$ cat config.mk
export PLATFORM = sky130hd
export DESIGN_NAME = plic_lite
export DESIGN_NICKNAME = d
export VERILOG_FILES = /design/src/rtl/plic_lite_pkg.sv /design/src/rtl/plic_gateway.sv /design/src/rtl/plic_lite.sv
export SDC_FILE = /design/constraint.sdc
export NUM_CORES = 1
export LEC_CHECK = 0
export CORE_MARGIN = 4
export CORE_UTILIZATION = 30
export CTS_CLUSTER_SIZE = 10
export DETAILED_ROUTE_END_ITERATION = 7
export DONT_BUFFER_PORTS = 1
export GPL_TIMING_DRIVEN = 0
export HOLD_SLACK_MARGIN = 0.02
export PLACE_DENSITY = 0.45
export SLEW_MARGIN = 40
export SYNTH_ARGS = -nofsm -noshare
export SYNTH_HDL_FRONTEND = slang
export SYNTH_HIERARCHICAL = 1
export SYNTH_SLANG_ARGS = --single-unit
$ cat constraint.sdc
create_clock -name clk -period 15.1 [get_ports clk]
set_input_delay 3.02 -clock clk [delete_from_list [all_inputs] [get_ports clk]]
set_output_delay 3.02 -clock clk [all_outputs]
set_load 0.005 [all_outputs]
$ cat src/rtl/plic_lite_pkg.sv
// Shared definitions for the platform interrupt arbiter: register map, ID sizing, eip FSM states.
// Latency: n/a (definitions only).
// Backpressure: n/a.
package plic_lite_pkg;

  // MMIO word indices
  localparam logic [4:0] REG_PENDING   = 5'h00;
  localparam logic [4:0] REG_ENABLE    = 5'h01;
  localparam logic [4:0] REG_THRESH    = 5'h02;
  localparam logic [4:0] REG_CLAIM     = 5'h03;
  localparam logic [4:0] REG_PRIO_BASE = 5'h10;

  localparam int NSRC_MAX = 16;

  // ID 0 means "no source", so IDs span 0..nsrc
  function automatic int id_width(input int nsrc);
    return $clog2(nsrc + 1);
  endfunction

  typedef enum logic [1:0] {
    ST_IDLE       = 2'd0,
    ST_ASSERT     = 2'd1,
    ST_WAIT_CLAIM = 2'd2
  } eip_state_t;

endpackage

$ cat src/rtl/plic_gateway.sv
// Per-source gateway: latches a level request as pending, tracks claim/complete handshake.
// Latency: request high before an edge -> pending after that edge.
// Backpressure: a source that stays high is held off while pending or in service.
module plic_gateway
  import plic_lite_pkg::*;
(
  input  logic clk,
  input  logic rst,
  input  logic i_irq,
  input  logic i_claim,
  input  logic i_complete,
  output logic o_pending,
  output logic o_in_service
);

  logic r_pending;
  logic r_in_service;

  // Pending/in-service pair: claim moves pending to in-service, complete frees the source
  always_ff @(posedge clk) begin
    if (rst) begin
      r_pending    <= 1'b0;
      r_in_service <= 1'b0;
    end else begin
      if (i_claim) begin
        r_pending <= 1'b0;
      end else if (i_irq && !r_pending && !r_in_service) begin
        r_pending <= 1'b1;
      end

      if (i_claim) begin
        r_in_service <= 1'b1;
      end else if (i_complete) begin
        r_in_service <= 1'b0;
      end
    end
  end

  assign o_pending    = r_pending;
  assign o_in_service = r_in_service;

endmodule

$ cat src/rtl/plic_lite.sv
// Interrupt arbiter: gateways, enables, priorities and threshold feed a single external interrupt.
// Latency: irq_src -> pending (1 edge) -> best (2 edges) -> eip (3 edges); spo is combinational.
// Backpressure: none; MMIO accesses complete in one cycle, eip masked until the handler claims.
module plic_lite
  import plic_lite_pkg::*;
#(
  parameter int NSRC   = 8,
  parameter int PRIO_W = 3
) (
  input  logic            clk,
  input  logic            rst,
  input  logic [NSRC-1:0] irq_src,
  input  logic [4:0]      a,
  input  logic [31:0]     d,
  input  logic            we,
  input  logic            rd,
  output logic [31:0]     spo,
  output logic            eip,
  input  logic            eip_reply
);

  localparam int ID_W = id_width(NSRC);

  logic [NSRC-1:0]   r_enable;
  logic [PRIO_W-1:0] r_threshold;
  logic [PRIO_W-1:0] r_prio [NSRC];
  logic [ID_W-1:0]   r_best_id;
  logic [PRIO_W-1:0] r_best_prio;
  eip_state_t        r_state;
  logic              r_eip;

  logic [NSRC-1:0]   w_pending;
  logic [NSRC-1:0]   w_in_service;
  logic [NSRC-1:0]   w_claim_vec;
  logic [NSRC-1:0]   w_cmpl_vec;
  logic [NSRC-1:0]   w_cand;
  logic [ID_W-1:0]   w_win_id;
  logic [PRIO_W-1:0] w_win_prio;
  logic              w_best_valid;
  logic              w_claim_fire;
  logic [31:0]       w_spo;

  assign w_best_valid = (r_best_id != '0) && (r_best_prio > r_threshold);
  assign w_claim_fire = rd && (a == REG_CLAIM) && w_best_valid;

  for (genvar gi = 0; gi < NSRC; gi++) begin : g_gw
    assign w_claim_vec[gi] = w_claim_fire && (r_best_id == ID_W'(gi + 1));
    // Compare the full write word so out-of-range IDs never alias onto a real source
    assign w_cmpl_vec[gi]  = we && (a == REG_CLAIM) && (d == 32'(gi + 1));

    plic_gateway u_gw (
      .clk          (clk),
      .rst          (rst),
      .i_irq        (irq_src[gi]),
      .i_claim      (w_claim_vec[gi]),
      .i_complete   (w_cmpl_vec[gi]),
      .o_pending    (w_pending[gi]),
      .o_in_service (w_in_service[gi])
    );
  end

  // Arbiter: highest priority wins, ascending scan with strict > keeps the lowest ID on ties.
  // The ID being claimed this cycle is masked so best_id never points at it after the claim edge.
  always_comb begin
    w_cand     = w_pending & ~w_claim_vec & r_enable;
    w_win_id   = '0;
    w_win_prio = '0;
    for (int i = 0; i < NSRC; i++) begin
      if (w_cand[i] && (r_prio[i] > w_win_prio)) begin
        w_win_prio = r_prio[i];
        w_win_id   = ID_W'(i + 1);
      end
    end
  end

  // Register the arbitration result every cycle
  always_ff @(posedge clk) begin
    if (rst) begin
      r_best_id   <= '0;
      r_best_prio <= '0;
    end else begin
      r_best_id   <= w_win_id;
      r_best_prio <= w_win_prio;
    end
  end

  // Software-writable configuration; writes truncate to field width
  always_ff @(posedge clk) begin
    if (rst) begin
      r_enable    <= '0;
      r_threshold <= '0;
      for (int i = 0; i < NSRC; i++) r_prio[i] <= '0;
    end else if (we) begin
      if (a == REG_ENABLE) r_enable    <= d[NSRC-1:0];
      if (a == REG_THRESH) r_threshold <= d[PRIO_W-1:0];
      for (int i = 0; i < NSRC; i++) begin
        if (a == REG_PRIO_BASE + 5'(i)) r_prio[i] <= d[PRIO_W-1:0];
      end
    end
  end

  // eip FSM: raise on a valid winner, drop on acknowledge and hold low until the handler claims
  always_ff @(posedge clk) begin
    if (rst) begin
      r_state <= ST_IDLE;
      r_eip   <= 1'b0;
    end else begin
      case (r_state)
        ST_IDLE: begin
          if (w_best_valid) begin
            r_state <= ST_ASSERT;
            r_eip   <= 1'b1;
          end
        end
        ST_ASSERT: begin
          if (w_claim_fire) begin
            r_state <= ST_IDLE;
            r_eip   <= 1'b0;
          end else if (eip_reply) begin
            r_state <= ST_WAIT_CLAIM;
            r_eip   <= 1'b0;
          end else if (!w_best_valid) begin
            r_state <= ST_IDLE;
            r_eip   <= 1'b0;
          end
        end
        ST_WAIT_CLAIM: begin
          if (w_claim_fire || !w_best_valid) begin
            r_state <= ST_IDLE;
          end
          r_eip <= 1'b0;
        end
        default: begin
          r_state <= ST_IDLE;
          r_eip   <= 1'b0;
        end
      endcase
    end
  end

  // Read mux; unmapped indices return zero
  always_comb begin
    w_spo = '0;
    case (a)
      REG_PENDING: w_spo[NSRC-1:0]   = w_pending;
      REG_ENABLE:  w_spo[NSRC-1:0]   = r_enable;
      REG_THRESH:  w_spo[PRIO_W-1:0] = r_threshold;
      REG_CLAIM:   w_spo[ID_W-1:0]   = w_best_valid ? r_best_id : '0;
      default: begin
        for (int i = 0; i < NSRC; i++) begin
          if (a == REG_PRIO_BASE + 5'(i)) w_spo[PRIO_W-1:0] = r_prio[i];
        end
      end
    endcase
  end

  assign spo = w_spo;
  assign eip = r_eip;

endmodule

==> impl_metrics.json, run 1 <==
{
  "wire_per_inst_um": 17.7,
  "p_seq_share_pct": 44.2,
  "drtIter0Drc": 194,
  "nNetsFinal": 585,
  "worstSetupPathType": "in -> reg",
  "post_cts_buffers": 0,
  "ys.flop_type": "dfxtp_1",
  "drive_gt1_share_pct": 14.0,
  "period_share_pct": 89.6,
  "max_freq_mhz": 73.9,
  "cts_made_buffers": 9,
  "drv_slew": 0,
  "leakage_nw": 1.94,
  "die_w_um": 125,
  "clock_path_buffers": 2,
  "nFillCells": 1389,
  "cp.arrival_ns": 13.76,
  "regArea_mm2": 0.00146,
  "vdd.ir_drop.worst_mv": 0.0533,
  "rsz0062_at_grt": "false",
  "synth_seq_cells": 61,
  "ys_warn_count": 6,
  "io_buffers": 0,
  "worst_slew_pin_slew_ns": 0.836,
  "antenna_found_initial": 0,
  "start_util_pct": 30.9,
  "area_growth_pct": 14.4,
  "grt_max_degree": 19,
  "final_hold_viol_count": 0,
  "maxCapViolCount": 0,
  "start_kind": "input port",
  "swShare_pct": 24.9,
  "routed-via-count": 3489,
  "cp_max_fo": 10,
  "dieArea_mm2": 0.0157,
  "clock_latency_ns": 0.34,
  "design.core.area_mm2": 0.0134,
  "synth_edf_count": 24,
  "internal_power_mw": 0.313,
  "cts-root-buf": "clkbuf_16",
  "cpMaxStageDelayCell": "or3_4",
  "grt-ovfl-total": 0,
  "yosysSeqAreaShare_pct": 35.3,
  "pre_cts_slack_ns": 1.28,
  "crit_top_cell": "ha_1",
  "synth.avg_cell_area_um2": 8.57,
  "total_power_mw": 0.416,
  "syn_area_mm2": 0.00414,
  "netlist_instances": 483,
  "cts_tree": "yes",
  "htree_levels": 3,
  "grt.total_usage_pct": 15.7,
  "final_cell_mix": "73 x nor2_1, 37 x dfxtp_1, 33 x inv_1, 33 x nand2_1",
  "fin_ws_ns": 1.57,
  "grt_pass1_vias": 3341,
  "grt_pass1_wl_um": 19000,
  "p_sw_mw": 0.104,
  "drcViolationCount": 0,
  "post-route-min-period_ns": 13.53,
  "async_reset_ff_share_pct": 0,
  "setup-violations-final": 0,
  "drt-vias-per-instance": 5.00,
  "status": "complete, no violations",
  "fp-row-count": 42,
  "dp_hpwl_um": 9630,
  "drtPass1Iterations": 5,
  "clock_skew_ns": 0.00522,
  "cts.clk_slew.worst_paths_ns": 0.06,
  "multi_input_area_mm2": 0.00242,
  "gp_congestion": 0.873,
  "hold_class": "reg -> reg",
  "ioPinCount": 83,
  "pwr_density_cell_mw_per_mm2": 87.9,
  "pwr-share-comb_pct": 9.0,
  "antenna_left": 0,
  "worstHoldStart": "r_state[1]$_SDFFE_PP0P_",
  "cp.required_ns": 15.33,
  "cts.sinks": 61,
  "diodes": 0,
  "startpoint": "a[2]",
  "dieHeight_um": 125,
  "slew_headroom_pct": 43.8,
  "p_clk_share_pct": 46.7,
  "final_common_cell": "nor2_1",
  "worst_r2r_startpoint": "r_threshold[2]$_SDFFE_PP0P_",
  "hold_buffers": 0,
  "routed_wl_um": 12300,
  "crit_path_end_kind": "flop",
  "tns_ns": 0,
  "max_stage_delay_ns": 0.43,
  "post_cts.resized_instances": 0,
  "utilization_pct": 35.3,
  "yosys.cell_types.count": 63
}
## cell usage after synthesis, drive strengths merged (14+ instances only)
cell | count | share of area, %
nor2 | 74 | 7.1
dfxtp | 37 | 18
a21oi | 33 | 5.1
inv | 33 | 3.0
nand2 | 33 | 3.0
buf | 27 | 4.8
edfxtp | 24 | 17
mux2i | 22 | 5.3
nand2b | 21 | 3.2
ha | 18 | 5.4
o21ai | 18 | 2.2
nor2b | 15 | 2.3
nand3 | 14 | 2.1
## state kept, by name, indices dropped and copies added, names as in the netlist
signal,count
g_gw.u_gw/o_pending,8
r_state,2
g_gw.u_gw/o_in_service,8
r_best_prio,3
r_prio,24
eip,1
r_enable,8
r_threshold,3
r_best_id,4
## kinds of logic after synthesis
family,share of synthesized area [%]
buf+inv,8.52
other cells,0.0906
simple gates,25.9
mux,7.77
flops,35.3
fa+ha+maj,6.44
compound gates,16.0
## path summary, 6_finish.rpt
| path | to | slack, ns | depth (start not counted) |
|---|---|---|---|
| max | r_best_prio[0]$_SDFF_PP0_ | 1.57 | 54 |
| max reg2reg | r_best_prio[0]$_SDFF_PP0_ | 3.66 | 56 |
| min reg2reg | r_state[0]$_SDFFE_PP0P_ | 0.48 | 1 |
| min | r_state[0]$_SDFFE_PP0P_ | 0.48 | 1 |
## per-layer routing
metal | part of all wire [%] | up-vias | global-route usage (%) | routed length, µm
met3 | 6.8 | 15 | 4.95 | 833
met5 | 0 | - | 0 | 0
met1 | 45 | 1626 | 20.5 | 5550
met4 | 2.0 | 0 | 6.25 | 243
met2 | 46 | 120 | 24.1 | 5710
li1 | - | 1728 | - | -
## area by class of cell
cell class	instances	share of cell area (%)
Multi-Input combinational cell	377	51.2
Sequential cell	61	30.9
Clock buffer	12	5.42
Buffer	35	4.84
Tap cell	176	4.65
Inverter	33	2.62
Clock inverter	4	0.449
## metrics by stage
stage | hold slack (ns) | area (µm²) | std cells
after floorplan | 0.436 | 4230 | 506
after global placement | 0.460 | 4450 | 682
after detailed placement | 0.470 | 4450 | 682
after CTS | 0.482 | 4730 | 698
after global routing | 0.507 | 4730 | 698
final | 0.479 | 4730 | 698
## power groups by stage
stage          sequential (mW)  combinational [mW]  clock [mW]
6_report                 0.184              0.0376       0.194
5_1_grt                  0.185              0.0418       0.207
4_1_cts                  0.184              0.0375       0.200
3_5_place_dp             0.187              0.0373           0
3_3_place_gp             0.187              0.0369           0
2_1_floorplan            0.184              0.0291           0
## critical path, delay by kind of cell
kind / cells / cell delay [ns]
mux: 4 / 1.45
simple gates: 21 / 3.48
compound gates: 14 / 2.06
buf+inv: 4 / 0.45
fa+ha+maj: 11 / 3.27
(Power assumes the default switching activity.)
==> run 2, diff against run 1 <==
Settings changed: RECOVER_POWER set to 100.
==> run 2 against run 1 <==
Count of clock-buffer cells in the layout did not move. Core utilization fell by 0.30 points. Total power fell by 0.13%. Cell count did not move. Maximum frequency fell by 2.8%. Sequential power barely moved. Sequential cell count did not move. Critical path depth did not move. Non-clock buffer count did not move.
==> impl_metrics.json, run 2 (synthesis results as in run 1) <==
{
  "status": "complete, no violations",
  "drtPass1Iterations": 4,
  "routed_wl_um": 12200,
  "cp_max_fo": 10,
  "diodes": 0,
  "cts_made_buffers": 9,
  "cts-root-buf": "clkbuf_16",
  "grt.total_usage_pct": 15.7,
  "worstHoldStart": "g_gw[1].u_gw/o_in_service$_SDFFE_PP0P_",
  "drcViolationCount": 0,
  "drv_slew": 0,
  "worst_r2r_startpoint": "r_threshold[2]$_SDFFE_PP0P_",
  "crit_top_cell": "ha_1",
  "worst-r2r-setup-slack_ns": 3.67,
  "leakage_nw": 1.91,
  "period_share_pct": 92.2,
  "cts.sinks": 61,
  "wire_per_inst_um": 17.5,
  "io_buffers": 0,
  "largest_reg_flops": 24,
  "dp.cells": 682,
  "antenna_left": 0,
  "gp_congestion": 0.873,
  "hold_end": "g_gw[1].u_gw/o_in_service$_SDFFE_PP0P_",
  "reg2reg_to": "r_best_prio[0]$_SDFF_PP0_",
  "cts.clk_slew.worst_paths_ns": 0.05,
  "slew_headroom_pct": 24.3,
  "vdd.ir_drop.worst_mv": 0.0534,
  "dp_hpwl_um": 9630,
  "min_path_cells": 2,
  "pwr_density_cell_mw_per_mm2": 88.5,
  "hold_class": "reg -> reg",
  "rsz0062_at_grt": "false",
  "instances_no_fill": 698,
  "clock_latency_ns": 0.34,
  "cpMaxStageDelayCell": "nor2_1",
  "worst_slew_pin_slew_ns": 1.13,
  "cts_tree": "yes",
  "final_common_cell": "nor2_1",
  "final_hold_viol_count": 0,
  "fp-row-count": 42,
  "ioPinCount": 83,
  "setup-violations-final": 0,
  "grt_pass1_vias": 3341,
  "tns_ns": 0,
  "drt-vias-per-instance": 4.97,
  "die_w_um": 125,
  "reg2reg_depth": 56,
  "clock_path_buffers": 2,
  "final_cell_mix": "74 x nor2_1, 37 x dfxtp_1, 33 x inv_1, 33 x nand2_1, 25 x a21oi_1",
  "hold_buffers": 0,
  "start_util_pct": 30.9,
  "clock_skew_ns": 0.00478,
  "design.core.area_mm2": 0.0134,
  "crit_path_end_kind": "flop",
  "regMostFlops": "r_prio",
  "dieArea_mm2": 0.0157,
  "cp.arrival_ns": 14.14,
  "start_kind": "input port",
  "worstSetupPathType": "in -> reg",
  "post-route-min-period_ns": 13.92,
  "drive_gt1_share_pct": 12.5,
  "post_cts.resized_instances": 0,
  "htree_levels": 3,
  "grt_pass1_wl_um": 19000,
  "max_stage_delay_ns": 0.53,
  "antenna_found_initial": 0,
  "maxCapViolCount": 0,
  "routed-via-count": 3467,
  "area_growth_pct": 13.4,
  "post_cts_buffers": 0,
  "grt-ovfl-total": 0,
  "nNetsFinal": 585,
  "grt_max_degree": 19,
  "dieHeight_um": 125,
  "nFillCells": 1394,
  "cp.required_ns": 15.33,
  "max_freq_mhz": 71.9,
  "drtIter0Drc": 213
}
## run 2: worst max path at each step
stage | slack, ns | cells after the start | end | start
after global placement | 1.42 | 54 | r_best_prio[0]$_SDFF_PP0_ | a[2]
final | 1.18 | 54 | r_best_prio[0]$_SDFF_PP0_ | a[2]
after global routing | 0.45 | 54 | r_best_prio[0]$_SDFF_PP0_ | a[2]
after floorplan | 2.37 | 52 | r_best_prio[0]$_SDFF_PP0_ | a[2]
after detailed placement | 1.28 | 54 | r_best_prio[0]$_SDFF_PP0_ | a[2]
after CTS | 1.63 | 54 | r_best_prio[0]$_SDFF_PP0_ | a[2]
## run 2: layout make-up
| cell class | count | area, µm² | area share (%) |
|---|---|---|---|
| sequential | 61 | 1460 | 31.1 |
| multi-input combinational | 377 | 2380 | 50.7 |
| clock inverter | 4 | 21.3 | 0.453 |
| buffer | 35 | 229 | 4.88 |
| inverter | 33 | 124 | 2.64 |
| tap | 176 | 220 | 4.69 |
| clock buffer | 12 | 256 | 5.46 |
## run 2: worst max-delay path: cells and delay by family
kind / cells / cell delay [ns]
AOI/OAI and AO/OA: 14 / 2.07
muxes: 4 / 1.46
buffers and inverters: 4 / 0.45
adders and majority gates: 11 / 3.28
and+or+nand+nor: 21 / 3.85
## run 2: power by group
part | internal (mW) | switching [mW]
registers | 0.178 | 0.00643
clock network | 0.119 | 0.0754
logic | 0.0158 | 0.0213
## run 2: through the flow
stage               cell area, µm²  util [%]  setup WS, ns  total power, mW  hold slack (ns)
floorplan                     4230         -          2.37            0.213            0.436
global placement              4450      33.2          1.42            0.224            0.460
detailed placement            4450      33.2          1.28            0.225            0.470
CTS                           4730      35.3          1.63            0.422            0.482
global route                  4690      35.0         0.449            0.433            0.507
finish                        4690      35.0          1.18            0.416            0.478
## run 2: per-layer routing
metal	vias to the layer above	GRT usage [%]	part of all wire, %
met1	1616	20.5	45
met2	107	24.1	46
met4	0	6.25	2.2
met5	-	0	0
li1	1727	-	-
met3	17	4.95	7.3
==> run 3, diff against run 2 <==
Settings changed: ABC_AREA set to 1.
==> run 3 against run 2 <==
Clock skew rose by 0.0034 ns. Total power rose by 6.8%. Die area rose by 1.6%. Cell area rose by 1.3%. Clock power rose by 15%. Critical path type unchanged. Largest power group unchanged.
==> impl_metrics.json, run 3 <==
{
  "status": "complete, no violations",
  "synth.most_common_cell": "inv_1",
  "worstSetupPathType": "in -> reg",
  "dp_hpwl_um": 9810,
  "crit_top_cell": "nand2_1",
  "pwr_density_cell_mw_per_mm2": 93.3,
  "grt_max_degree": 19,
  "drv_slew": 0,
  "grt_busiest_layer": "met2",
  "yosysSeqAreaShare_pct": 34.7,
  "io_buffers": 0,
  "drt-vias-per-instance": 4.57,
  "antenna_left": 0,
  "ys_top_cells_by_area": "dfxtp_1 18%, edfxtp_1 17%, inv_1 11%, nand2_1 10%, nor2_1 5.5%",
  "synth_top_family_by_area": "simple AND/OR/NAND/NOR gates",
  "drtIter0Drc": 205,
  "final_hold_viol_count": 0,
  "synthAdderAreaFrac_pct": 5.35,
  "async_reset_ff_share_pct": 0,
  "yosys.area_share.simple_pct": 30.9,
  "grt_pass1_wl_um": 19000,
  "worstHoldStart": "g_gw[3].u_gw/o_in_service$_SDFFE_PP0P_",
  "syn_area_mm2": 0.00421,
  "setup-violations-final": 0,
  "leakage_nw": 2.18,
  "cts-root-buf": "clkbuf_16",
  "reg2reg_depth": 60,
  "synth-compound-area-share_pct": 12.8,
  "synth_top_area_share_pct": 17.6,
  "yosys.area_share.xor_xnor_pct": 0,
  "synth_seq_cells": 61,
  "ys_warn_count": 6,
  "ys.flop_type": "dfxtp_1",
  "drcViolationCount": 0,
  "hold_ws_ns": 0.451,
  "wire_per_inst_um": 14.7,
  "grt_pass1_vias": 3647,
  "synth_area_leader_cell": "dfxtp_1",
  "post_cts.resized_instances": 0,
  "area_growth_pct": 13.0,
  "min_path_cells": 2,
  "dp.cells": 799,
  "hold_end": "g_gw[3].u_gw/o_in_service$_SDFFE_PP0P_",
  "cts.clk_slew.worst_paths_ns": 0.05,
  "max_freq_mhz": 80.9,
  "cp.required_ns": 15.33,
  "maxCapViolCount": 0,
  "vdd.ir_drop.worst_mv": 0.0451,
  "cts_made_buffers": 9,
  "antenna_found_initial": 0,
  "synth.area.mux_share_pct": 0,
  "dieHeight_um": 126,
  "grt.met2_usage_pct": 23.0,
  "cp.arrival_ns": 12.59,
  "start_kind": "input port",
  "max_stage_delay_ns": 0.48,
  "cts.sinks": 61,
  "synthTopCellsByCount": "122 x inv_1, 116 x nand2_1, 62 x nor2_1",
  "ioPinCount": 83,
  "dieArea_mm2": 0.0160,
  "grt-ovfl-total": 0,
  "largest_reg_flops": 24,
  "gp_congestion": 0.914,
  "synth_edf_count": 24,
  "start_util_pct": 30.4,
  "period_share_pct": 81.9,
  "design.core.area_mm2": 0.0138,
  "clock_latency_ns": 0.34,
  "final_common_cell": "inv_1",
  "slew_headroom_pct": 58.4,
  "grtUsageMet1_pct": 20.6,
  "cpMaxStageDelayCell": "o21ai_0",
  "routed_wl_um": 12000,
  "worst-r2r-setup-slack_ns": 5.14,
  "tns_ns": 0,
  "drtPass1Iterations": 5,
  "instances_no_fill": 815,
  "diodes": 0,
  "htree_levels": 3,
  "regMostFlops": "r_prio",
  "use_met3_pct": 5.01,
  "hold_buffers": 0,
  "netlist_instances": 596,
  "nNetsFinal": 698,
  "drive_gt1_share_pct": 10.7,
  "synth.avg_cell_area_um2": 7.06,
  "cts_tree": "yes",
  "post_cts_buffers": 0,
  "reg2reg_to": "r_best_prio[1]$_SDFF_PP0_",
  "final_cell_mix": "123 x inv_1, 121 x nand2_1, 65 x nor2_1",
  "clock_path_buffers": 2,
  "yosys.cell_types.count": 43,
  "die_w_um": 126,
  "fp-row-count": 43,
  "clock_skew_ns": 0.00822,
  "worst_r2r_startpoint": "r_threshold[2]$_SDFFE_PP0P_",
  "post-route-min-period_ns": 12.36,
  "grt.total_usage_pct": 15.4,
  "routed-via-count": 3728,
  "worst_slew_pin_slew_ns": 0.621,
  "cp_max_fo": 8,
  "hold_class": "reg -> reg",
  "rsz0062_at_grt": "false",
  "crit_path_end_kind": "flop"
}
-- run 3: power breakdown --
part | switching (mW) | total (mW) | internal (mW)
sequential | 0.00566 | 0.183 | 0.178
combinational | 0.0228 | 0.0363 | 0.0136
clock | 0.0754 | 0.224 | 0.149
total | 0.104 | 0.444 | 0.340
-- run 3: metrics by stage --
step	total power, mW	area, µm²	util, %	setup slack, ns
floorplan	0.214	4290	-	4.65
global placement	0.223	4520	32.7	3.39
detailed placement	0.224	4520	32.7	3.28
CTS	0.453	4840	35.0	3.62
global route	0.465	4760	34.4	1.66
finish	0.444	4760	34.4	2.74
-- run 3: how the worst max path moves through the flow --
| stage | startpoint | endpoint | slack, ns | cells after the start |
|---|---|---|---|---|
| 6_report | a[2] | r_best_prio[1]$_SDFF_PP0_ | 2.74 | 58 |
| 3_5_place_dp | a[2] | r_best_prio[1]$_SDFF_PP0_ | 3.28 | 57 |
| 4_1_cts | a[2] | r_best_prio[1]$_SDFF_PP0_ | 3.62 | 55 |
| 3_3_place_gp | a[2] | r_best_prio[0]$_SDFF_PP0_ | 3.39 | 57 |
| 5_1_grt | a[2] | r_best_prio[1]$_SDFF_PP0_ | 1.66 | 56 |
| 2_1_floorplan | a[2] | r_best_prio[1]$_SDFF_PP0_ | 4.65 | 58 |
-- run 3: kinds of logic (layout without fill, tap and decap cells) --
| family | count (synthesis) | after routing |
|---|---|---|
| other | 1 | 24 |
| AND/OR/NAND/NOR | 271 | 271 |
| flip-flops | 61 | 61 |
| buffers and inverters | 156 | 172 |
| AO/OA/AOI/OAI | 89 | 89 |
| adder cells (fa/ha/maj) | 18 | 18 |
-- run 3: area by class of cell --
class | count | area [µm²]
plain buffers | 28 | 195
clock buffers | 11 | 240
clock inverters | 5 | 83.8
fillers | 1518 | 9070
inverters | 128 | 480
multi-input cells | 402 | 2070
flip-flops and latches | 61 | 1460
well taps | 180 | 225
-- run 3: metal layers --
layer	up-vias	part of all wire, %	wire, µm
li1	1948	-	-
met1	1676	47	5690
met2	94	45	5330
met3	10	6.1	735
met4	0	1.9	223
met5	-	0	0
-- run 3: critical path, delay by kind of cell --
kind	cells	cell delay [ns]
and+or+nand+nor	35	4.74
AOI/OAI and AO/OA	11	2.23
adders and majority gates	7	2.18
buffers and inverters	5	0.43
